## src/rtl/parallel_send.sv

```systemverilog
// Test-pattern transmitter for the 32-bit parallel link: frames of identical
// words carrying the frame sequence number, with flow control and error injection.
module parallel_send #(
    parameter int FRAME_LEN  = 1024,
    parameter int GAP_CYC    = 4,
    parameter int NUM_FRAMES = 0
) (
    input  logic        CLK,
    input  logic        RST,
    input  logic        CLR,
    input  logic        START,
    input  logic        STOP,
    input  logic        DORDY,
    input  logic        ERR_INJ,
    output logic        DOPUSH,
    output logic [31:0] DOUT,
    output logic        BUSY,
    output logic [15:0] FRAME_CNT,
    output logic [7:0]  INJ_CNT
);

    localparam logic [15:0] LAST_WORD   = 16'(FRAME_LEN - 1);
    localparam logic [15:0] LAST_GAP    = 16'((GAP_CYC > 0) ? GAP_CYC - 1 : 0);
    localparam logic [32:0] FRAME_LIMIT = 33'(NUM_FRAMES);
    localparam bit          HAS_GAP     = (GAP_CYC != 0);
    localparam bit          HAS_LIMIT   = (NUM_FRAMES != 0);

    typedef enum logic [1:0] {
        S_IDLE,
        S_SEND,
        S_GAP
    } state_t;

    state_t      state;
    state_t      state_nxt;
    logic [31:0] seq;
    logic [31:0] frm_cnt;
    logic [15:0] word_cnt;
    logic [15:0] gap_cnt;
    logic        stop_pend;
    logic        inj_pend;

    logic        issue;
    logic        frame_end;
    logic        gap_end;
    logic        limit_hit;
    logic        stop_now;
    logic        inj;

    assign BUSY = (state != S_IDLE);

    always_ff @(posedge CLK) begin
        if (RST || CLR) begin
            state <= S_IDLE;
        end else begin
            state <= state_nxt;
        end
    end

    always_comb begin
        state_nxt = state;
        issue     = 1'b0;
        frame_end = 1'b0;
        gap_end   = 1'b0;
        inj       = ERR_INJ | inj_pend;
        stop_now  = stop_pend | STOP;
        // frm_cnt+1 is widened so a full 32-bit count cannot alias the limit
        limit_hit = HAS_LIMIT && (({1'b0, frm_cnt} + 33'd1) == FRAME_LIMIT);
        unique case (state)
            S_IDLE: begin
                if (START) begin
                    state_nxt = S_SEND;
                end
            end
            S_SEND: begin
                if (DORDY) begin
                    issue = 1'b1;
                    if (word_cnt == LAST_WORD) begin
                        frame_end = 1'b1;
                        if (stop_now || limit_hit) begin
                            state_nxt = S_IDLE;
                        end else if (HAS_GAP) begin
                            state_nxt = S_GAP;
                        end
                    end
                end
            end
            S_GAP: begin
                if (gap_cnt == LAST_GAP) begin
                    gap_end   = 1'b1;
                    state_nxt = stop_now ? S_IDLE : S_SEND;
                end
            end
            default: begin
                state_nxt = S_IDLE;
            end
        endcase
    end

    always_ff @(posedge CLK) begin
        if (RST || CLR) begin
            DOPUSH    <= 1'b0;
            DOUT      <= '0;
            FRAME_CNT <= '0;
            INJ_CNT   <= '0;
            seq       <= '0;
            frm_cnt   <= '0;
            word_cnt  <= '0;
            gap_cnt   <= '0;
            stop_pend <= 1'b0;
            inj_pend  <= 1'b0;
        end else begin
            DOPUSH <= issue;

            if (issue) begin
                DOUT     <= seq ^ {31'd0, inj};
                inj_pend <= 1'b0;
                word_cnt <= frame_end ? 16'd0 : word_cnt + 16'd1;
                if (inj && (INJ_CNT != 8'hFF)) begin
                    INJ_CNT <= INJ_CNT + 8'd1;
                end
            end else if (ERR_INJ) begin
                inj_pend <= 1'b1;
            end

            if (frame_end) begin
                seq       <= seq + 32'd1;
                FRAME_CNT <= FRAME_CNT + 16'd1;
                frm_cnt   <= frm_cnt + 32'd1;
            end

            if (state == S_GAP) begin
                gap_cnt <= gap_end ? 16'd0 : gap_cnt + 16'd1;
            end

            if (state == S_IDLE) begin
                stop_pend <= 1'b0;
                if (START) begin
                    frm_cnt <= '0;
                end
            end else if (STOP) begin
                stop_pend <= 1'b1;
            end
        end
    end

endmodule

```

## config.mk

```make
export PLATFORM = sky130hd
export DESIGN_NAME = parallel_send
export DESIGN_NICKNAME = d
export VERILOG_FILES = /design/src/rtl/parallel_send.sv
export SDC_FILE = /design/constraint.sdc
export NUM_CORES = 1
export LEC_CHECK = 0
export CAP_MARGIN = 10
export CORE_UTILIZATION = 30
export CTS_CLUSTER_DIAMETER = 50
export DETAILED_ROUTE_END_ITERATION = 6
export PLACE_DENSITY_LB_ADDON = 0.2
export SLEW_MARGIN = 15
export SYNTH_ARGS = -nofsm -noshare
export SYNTH_HDL_FRONTEND = slang
export SYNTH_SLANG_ARGS = --single-unit
```

## constraint.sdc

```tcl
create_clock -name CLK -period 2.9 [get_ports CLK]
set_clock_uncertainty 0.2 [all_clocks]
set_input_delay 0.435 -clock CLK [delete_from_list [all_inputs] [get_ports CLK]]
set_output_delay 0.435 -clock CLK [all_outputs]
set_load 0.01 [all_outputs]
```

==> metrics.md, run 1 <==
| Metric | Value |
|---|---|
| CP Launch Type | register |
| Clk buf depth | 2 |
| CP Capture Type | register |
| Commonest non-fill, non-tap cell in the layout | dfxtp_1 |
| Max H-tree Level | 4 |
| Netlist cell types | 42 |
| WP data arrival | 2.63 ns |
| RSZ-0062 raised after global routing | no |
| Final core occ | 0.404 |
| Most used routing layer | met2 |
| Syn Std Cell Area | 0.00541 mm² |
| Post-CTS Setup Bufs | 0 |
| Slowest-stage cell, CP | nor4_1 |
| Max FO, Critical Path | 10 |
| Syn nets | 665 |
| Asr flop ratio synth | 0 |
| Chip Width | 136 µm |
| Max stage delay on crit path | 0.52 ns |
| Clock Root Buffer | clkbuf_16 |
| DIE AREA | 0.0186 mm² |
| Setup Total Neg Slack | 0 ns |
| Clock sinks | 125 |
| Row Count | 48 |
| Number of max-cap violations | 0 |
| Yosys warnings | 0 |
| Ant diodes | 0 |
| CP Data Required Time | 3.00 ns |
| EDFF count, synth | 0 |
| Sequential share of the synthesized area | 0.463 |
| Initial core utilization | 0.310 |
| Largest net degree at the start of global routing | 65 |
| Vias in the first global route | 4627 |
| Tmin final | 2.53 ns |
| CTS Hold Buffers Added | 0 |
| I/O Pins | 65 |
| DR iter-0 viols | 244 |
| Psw | 815 µW |
| CTS tree | built |
| Setup slack, reg-to-reg | 0.37 ns |
| First-pass GRT wire length | 22200 µm |
| Detailed Route WL | 13400 µm |
| Slew Limit Headroom | 0.663 |
| Most frequent cells in the layout | dfxtp_1 (125), nand2_1 (105), nor2_1 (90), clkdlybuf4s50_1 (64), xnor2_1 (52) |
| Core area | 0.0174 mm² |
| CTS buffer count | 17 |
| Drt first pass iters | 4 |
| Least-Margin Pin Slew | 0.503 ns |
| Clock-pin slew on the worst setup and hold paths | 0.06 ns |
| Filler instances | 1773 |
| Delay-heaviest family, CP | simple AND/OR/NAND/NOR gates |
| Static leakage | 2.20 nW |
| GR Layer Usage met2 | 0.246 |
| Met1 GRT Util | 0.190 |
| Period Utilization, post-route | 0.872 |
| Skew-Pair Late Insertion Delay | 0.41 ns |
| Grt total ovfl | 0 |
| Outcome | complete, no violations |
| GPL Wtd Cong | 0.765 |
| Fmax | 396 MHz |
| Final HPWL DP | 9480 µm |
| Post-Syn Instances | 653 |
| Drt drc | 0 |
| Syn Area/Cell | 8.28 µm² |
| Die H | 136 µm |
| Met3 usage | 0.0455 |
| Cts repair resizes | 0 |
| Initial antenna violation count | 0 |
| Pwr dens | 598 mW/mm² |
| I/O Buffers | 64 |
| Clock Power Share | 0.574 |
| GRT Resource Usage Total | 0.153 |
| Register share of total power | 0.409 |
| Comb pwr share | 0.017 |
| Synth-to-layout area growth | 30.2% |
| DR WL/cell | 13.9 µm |
| Fin nets | 736 |
| Hold violation count in the final report | 0 |
| Final setup fails | 0 |
| Worst setup path category | register to register |
| Yosys reg bits | 125 |
| Detail Route Antenna Nets | 0 |
| Hold crit path type | register to register |
| Drt via density | 4.92 |
| Critical-path cell list | nor4bb_1 > buf_4 > nand4_1 > nor4_1 > xnor2_1 > nor2_1 |
| Layout cells sized above 1 | 0.0801 |
| Vias | 4732 |
| Int Power | 3.39 mW |
| Worst vdd ir | 0.000448 V |
| CP bufs+invs | 1 |
| Synth Flop Type | dfxtp_1 |
| Final Max Slew Viols | 0 |
| Sw Ratio | 0.194 |
==> cells by family (layout without fill, tap and decap cells) <==
| family | Yosys count | count (layout) | share of synthesized area |
|---|---|---|---|
| flip-flops | 125 | 125 | 0.463 |
| AO/OA/AOI/OAI | 63 | 63 | 0.0632 |
| multiplexers | 2 | 2 | 0.00370 |
| XOR/XNOR | 72 | 72 | 0.117 |
| AND/OR/NAND/NOR | 346 | 346 | 0.313 |
| adder cells (fa/ha/maj) | 5 | 5 | 0.0116 |
| buffers and inverters | 40 | 124 | 0.0285 |
==> layout make-up <==
class,instances,area [µm²],share of cell area
multi-input cells,488,2750,0.391
flip-flops and latches,125,2500,0.356
repair buffers,84,803,0.114
clock buffers,20,457,0.0649
well taps,225,282,0.0400
clock inverters,12,215,0.0306
inverters,8,30.0,0.00427
==> layer usage <==
layer  up-vias  wire (µm)  part of all wire
li1       2382          -                 -
met1      2261       6290              0.47
met2        75       6460              0.48
met3        14        506             0.038
met4         0        157             0.012
met5         -          0                 0
==> power by group through the flow <==
stage / logic, mW / clock network, mW / registers [mW]
2_1_floorplan: 0.0428 / 0 / 1.76
3_3_place_gp: 0.0721 / 0 / 1.76
3_5_place_dp: 0.0726 / 0 / 1.76
4_1_cts: 0.0732 / 2.46 / 1.72
5_1_grt: 0.0794 / 2.54 / 1.72
6_report: 0.0722 / 2.41 / 1.72
==> synth_stat cells (all sizes together), types with 2 or more instances <==
cell type	n	share of area
o21ai	7	0.0065
xnor2	52	0.084
nor4b	2	0.0032
inv	8	0.0056
or4	6	0.0083
nand3	36	0.033
and3	9	0.010
and2	3	0.0035
o31ai	4	0.0056
nand4	18	0.024
ha	5	0.012
nor3	23	0.021
nor2	90	0.062
buf	6	0.0049
or2	4	0.0046
a21oi	47	0.044
xor2	20	0.032
nand2	106	0.074
nor4	19	0.025
and4	15	0.024
clkbuf	26	0.018
mux2i	2	0.0037
dfxtp	125	0.46
or3	8	0.0093
==> worst register-to-register path, stage by stage (launching register included) <==
cell and delay [ns]:
dfxtp_1 0.39, nor4bb_1 0.45, buf_4 0.24, nand4_1 0.40, nor4_1 0.52, xnor2_1 0.17
nor2_1 0.05
==> per-stage QoR <==
step	area, µm²	hold slack (ns)	cells	worst slack, ns	total power [mW]
after floorplan	5410	0.240	653	0.325	1.80
after global placement	6370	0.243	930	0.0490	1.83
after detailed placement	6370	0.250	930	0.00354	1.83
after CTS	7040	0.260	962	0.371	4.26
after global routing	7040	0.274	962	0.168	4.34
final	7040	0.255	962	0.372	4.21
==> worst paths after layout <==
kind | startpoint | end | depth (start not counted)
worst max-delay path | word_cnt[9]$_SDFFE_PP0P_ | seq[26]$_SDFFE_PP0P_ | 6
worst min-delay path | DOUT[23]$_SDFFE_PP0P_ | DOUT[23]$_SDFFE_PP0P_ | 2
worst max register to register | word_cnt[9]$_SDFFE_PP0P_ | seq[26]$_SDFFE_PP0P_ | 6
worst min register to register | DOUT[23]$_SDFFE_PP0P_ | DOUT[23]$_SDFFE_PP0P_ | 2
==> sequential cells by signal, summed over array words and instances (netlist names) <==
signal / count
stop_pend: 1
DOUT: 32
gap_cnt: 16
state: 2
seq: 32
inj_pend: 1
DOPUSH: 1
word_cnt: 16
FRAME_CNT: 16
INJ_CNT: 8
Note: power is estimated with default switching activity, not from simulation.
==> run 2: changes to the inputs <==
- CORE_ASPECT_RATIO: not set -> 0.75
==> metrics.md, run 2 (synthesis results as in run 1) <==
| Metric | Value |
|---|---|
| Outcome | complete, no violations |
| Ant diodes | 0 |
| Max H-tree Level | 4 |
| Pwr dens | 568 mW/mm² |
| GPL Wtd Cong | 0.834 |
| Final HPWL DP | 9410 µm |
| Hold Crit Depth | 2 |
| Period Utilization, post-route | 0.896 |
| Final setup fails | 0 |
| Clock Root Buffer | clkbuf_16 |
| Setup slack, reg-to-reg | 0.30 ns |
| Grt total ovfl | 0 |
| I/O Buffers | 64 |
| Least-Margin Pin Slew | 0.523 ns |
| Top sig layer | met4 |
| Hold violation count in the final report | 0 |
| Cts repair resizes | 0 |
| Most frequent cells in the layout | dfxtp_1 (125), nand2_1 (105), nor2_1 (90), clkdlybuf4s50_1 (64), xnor2_1 (52) |
| Metal2 WL | 6010 µm |
| Sequential Area | 0.00250 mm² |
| WP data arrival | 2.68 ns |
| Chip Width | 157 µm |
| Placed inst area | 0.00642 mm² |
| Area of the multi-input gates | 0.00275 mm² |
| Vias | 4695 |
| RR Endpoint | seq[20]$_SDFFE_PP0P_ |
| Worst setup path category | register to register |
| Static leakage | 2.18 nW |
| Tmin final | 2.60 ns |
| RSZ-0062 raised after global routing | no |
| Regs by FF count | DOUT (32), seq (32) |
| Initial antenna violation count | 0 |
| Drt first pass iters | 6 |
| CP Data Required Time | 2.98 ns |
| Detail Route Antenna Nets | 0 |
| Synth-to-layout area growth | 30.1% |
| Fin Hold WS | 0.257 ns |
| Commonest non-fill, non-tap cell in the layout | dfxtp_1 |
| Max stage delay on crit path | 0.56 ns |
| Vias in the first global route | 4514 |
| Worst vdd ir | 0.000299 V |
| Fin nets | 741 |
| CTS buffer count | 17 |
| CTS Hold Buffers Added | 0 |
| Skew-Pair Late Insertion Delay | 0.41 ns |
| GRT Resource Usage Total | 0.155 |
| Clock-pin slew on the worst setup and hold paths | 0.06 ns |
| Clk buf depth | 2 |
| DIE AREA | 0.0186 mm² |
| I/O Pins | 65 |
| Slew Limit Headroom | 0.652 |
| Slowest-stage cell, CP | nor4_1 |
| Pwr Total | 3.99 mW |
| Core area | 0.0177 mm² |
| Final Max Slew Viols | 0 |
| Drt via density | 4.77 |
| Layout cells sized above 1 | 0.0849 |
| CTS tree | built |
| Max FO, Critical Path | 10 |
| CP Launch Type | register |
| Worst Reg-to-Reg Cells | 6 |
| Met3 WL | 499 µm |
| Critical-path cell list | nor4bb_1 > buf_4 > nand4_1 > nor4_1 > xnor2_1 > nor2_1 |
| Hold_sp | DOUT[14]$_SDFFE_PP0P_ |
| Largest net degree at the start of global routing | 51 |
| Die H | 118 µm |
| Fmax | 385 MHz |
| DR WL/cell | 13.8 µm |
| Hold crit path type | register to register |
| Row Count | 42 |
| M1 WL | 6950 µm |
| Post-CTS Setup Bufs | 0 |
| Finished Cell Area | 0.00703 mm² |
| Worst Setup SP | word_cnt[9]$_SDFFE_PP0P_ |
| Final core occ | 0.398 |
| Launching point of the worst reg2reg path | word_cnt[9]$_SDFFE_PP0P_ |
| Detailed Route WL | 13500 µm |
| First-pass GRT wire length | 22800 µm |
| Number of max-cap violations | 0 |
| Initial core utilization | 0.306 |
| Filler instances | 1784 |
| Clock sinks | 125 |
| Hold EP | DOUT[14]$_SDFFE_PP0P_ |
| DR iter-0 viols | 317 |
| CP Capture Type | register |
| Setup Total Neg Slack | 0 ns |
| Drt drc | 0 |
-- run 2: layout make-up --
type	instances	share of cell area
clock buffers	20	0.0635
flip-flops and latches	125	0.356
multi-input cells	488	0.391
clock inverters	12	0.0228
well taps	242	0.0431
inverters	8	0.00427
repair buffers	89	0.120
-- run 2: critical path: cells and delay by family (launching register included) --
family        cells  cell delay (ns)
xor+xnor          1             0.17
simple gates      4             1.48
flops             1             0.38
buf+inv           1             0.24
-- run 2: how the worst max path moves through the flow --
stage                                      end  cells past startpoint  slack, ns
after CTS                 seq[20]$_SDFFE_PP0P_                      6       0.32
final                     seq[20]$_SDFFE_PP0P_                      6       0.30
after detailed placement  seq[27]$_SDFFE_PP0P_                      6    -0.0002
after global routing      seq[20]$_SDFFE_PP0P_                      6       0.18
after floorplan           seq[27]$_SDFFE_PP0P_                      8       0.33
after global placement    seq[27]$_SDFFE_PP0P_                      6      0.009
-- run 2: stage by stage --
stage | std cells | setup slack (ns)
after floorplan | 653 | 0.325
after global placement | 952 | 0.00901
after detailed placement | 952 | -0.000182
after CTS | 984 | 0.317
after global routing | 984 | 0.176
final | 984 | 0.301
-- run 2: layer usage --
layer	up-vias	GRT usage
met5	-	0
li1	2399	-
met3	7	0.0407
met2	68	0.227
met4	0	0.0478
met1	2221	0.220
-- run 2: where the power goes --
group,switching (mW),internal (mW)
clock,0.813,1.38
combinational,0.0525,0.0237
sequential,0.00118,1.72
total,0.867,3.13
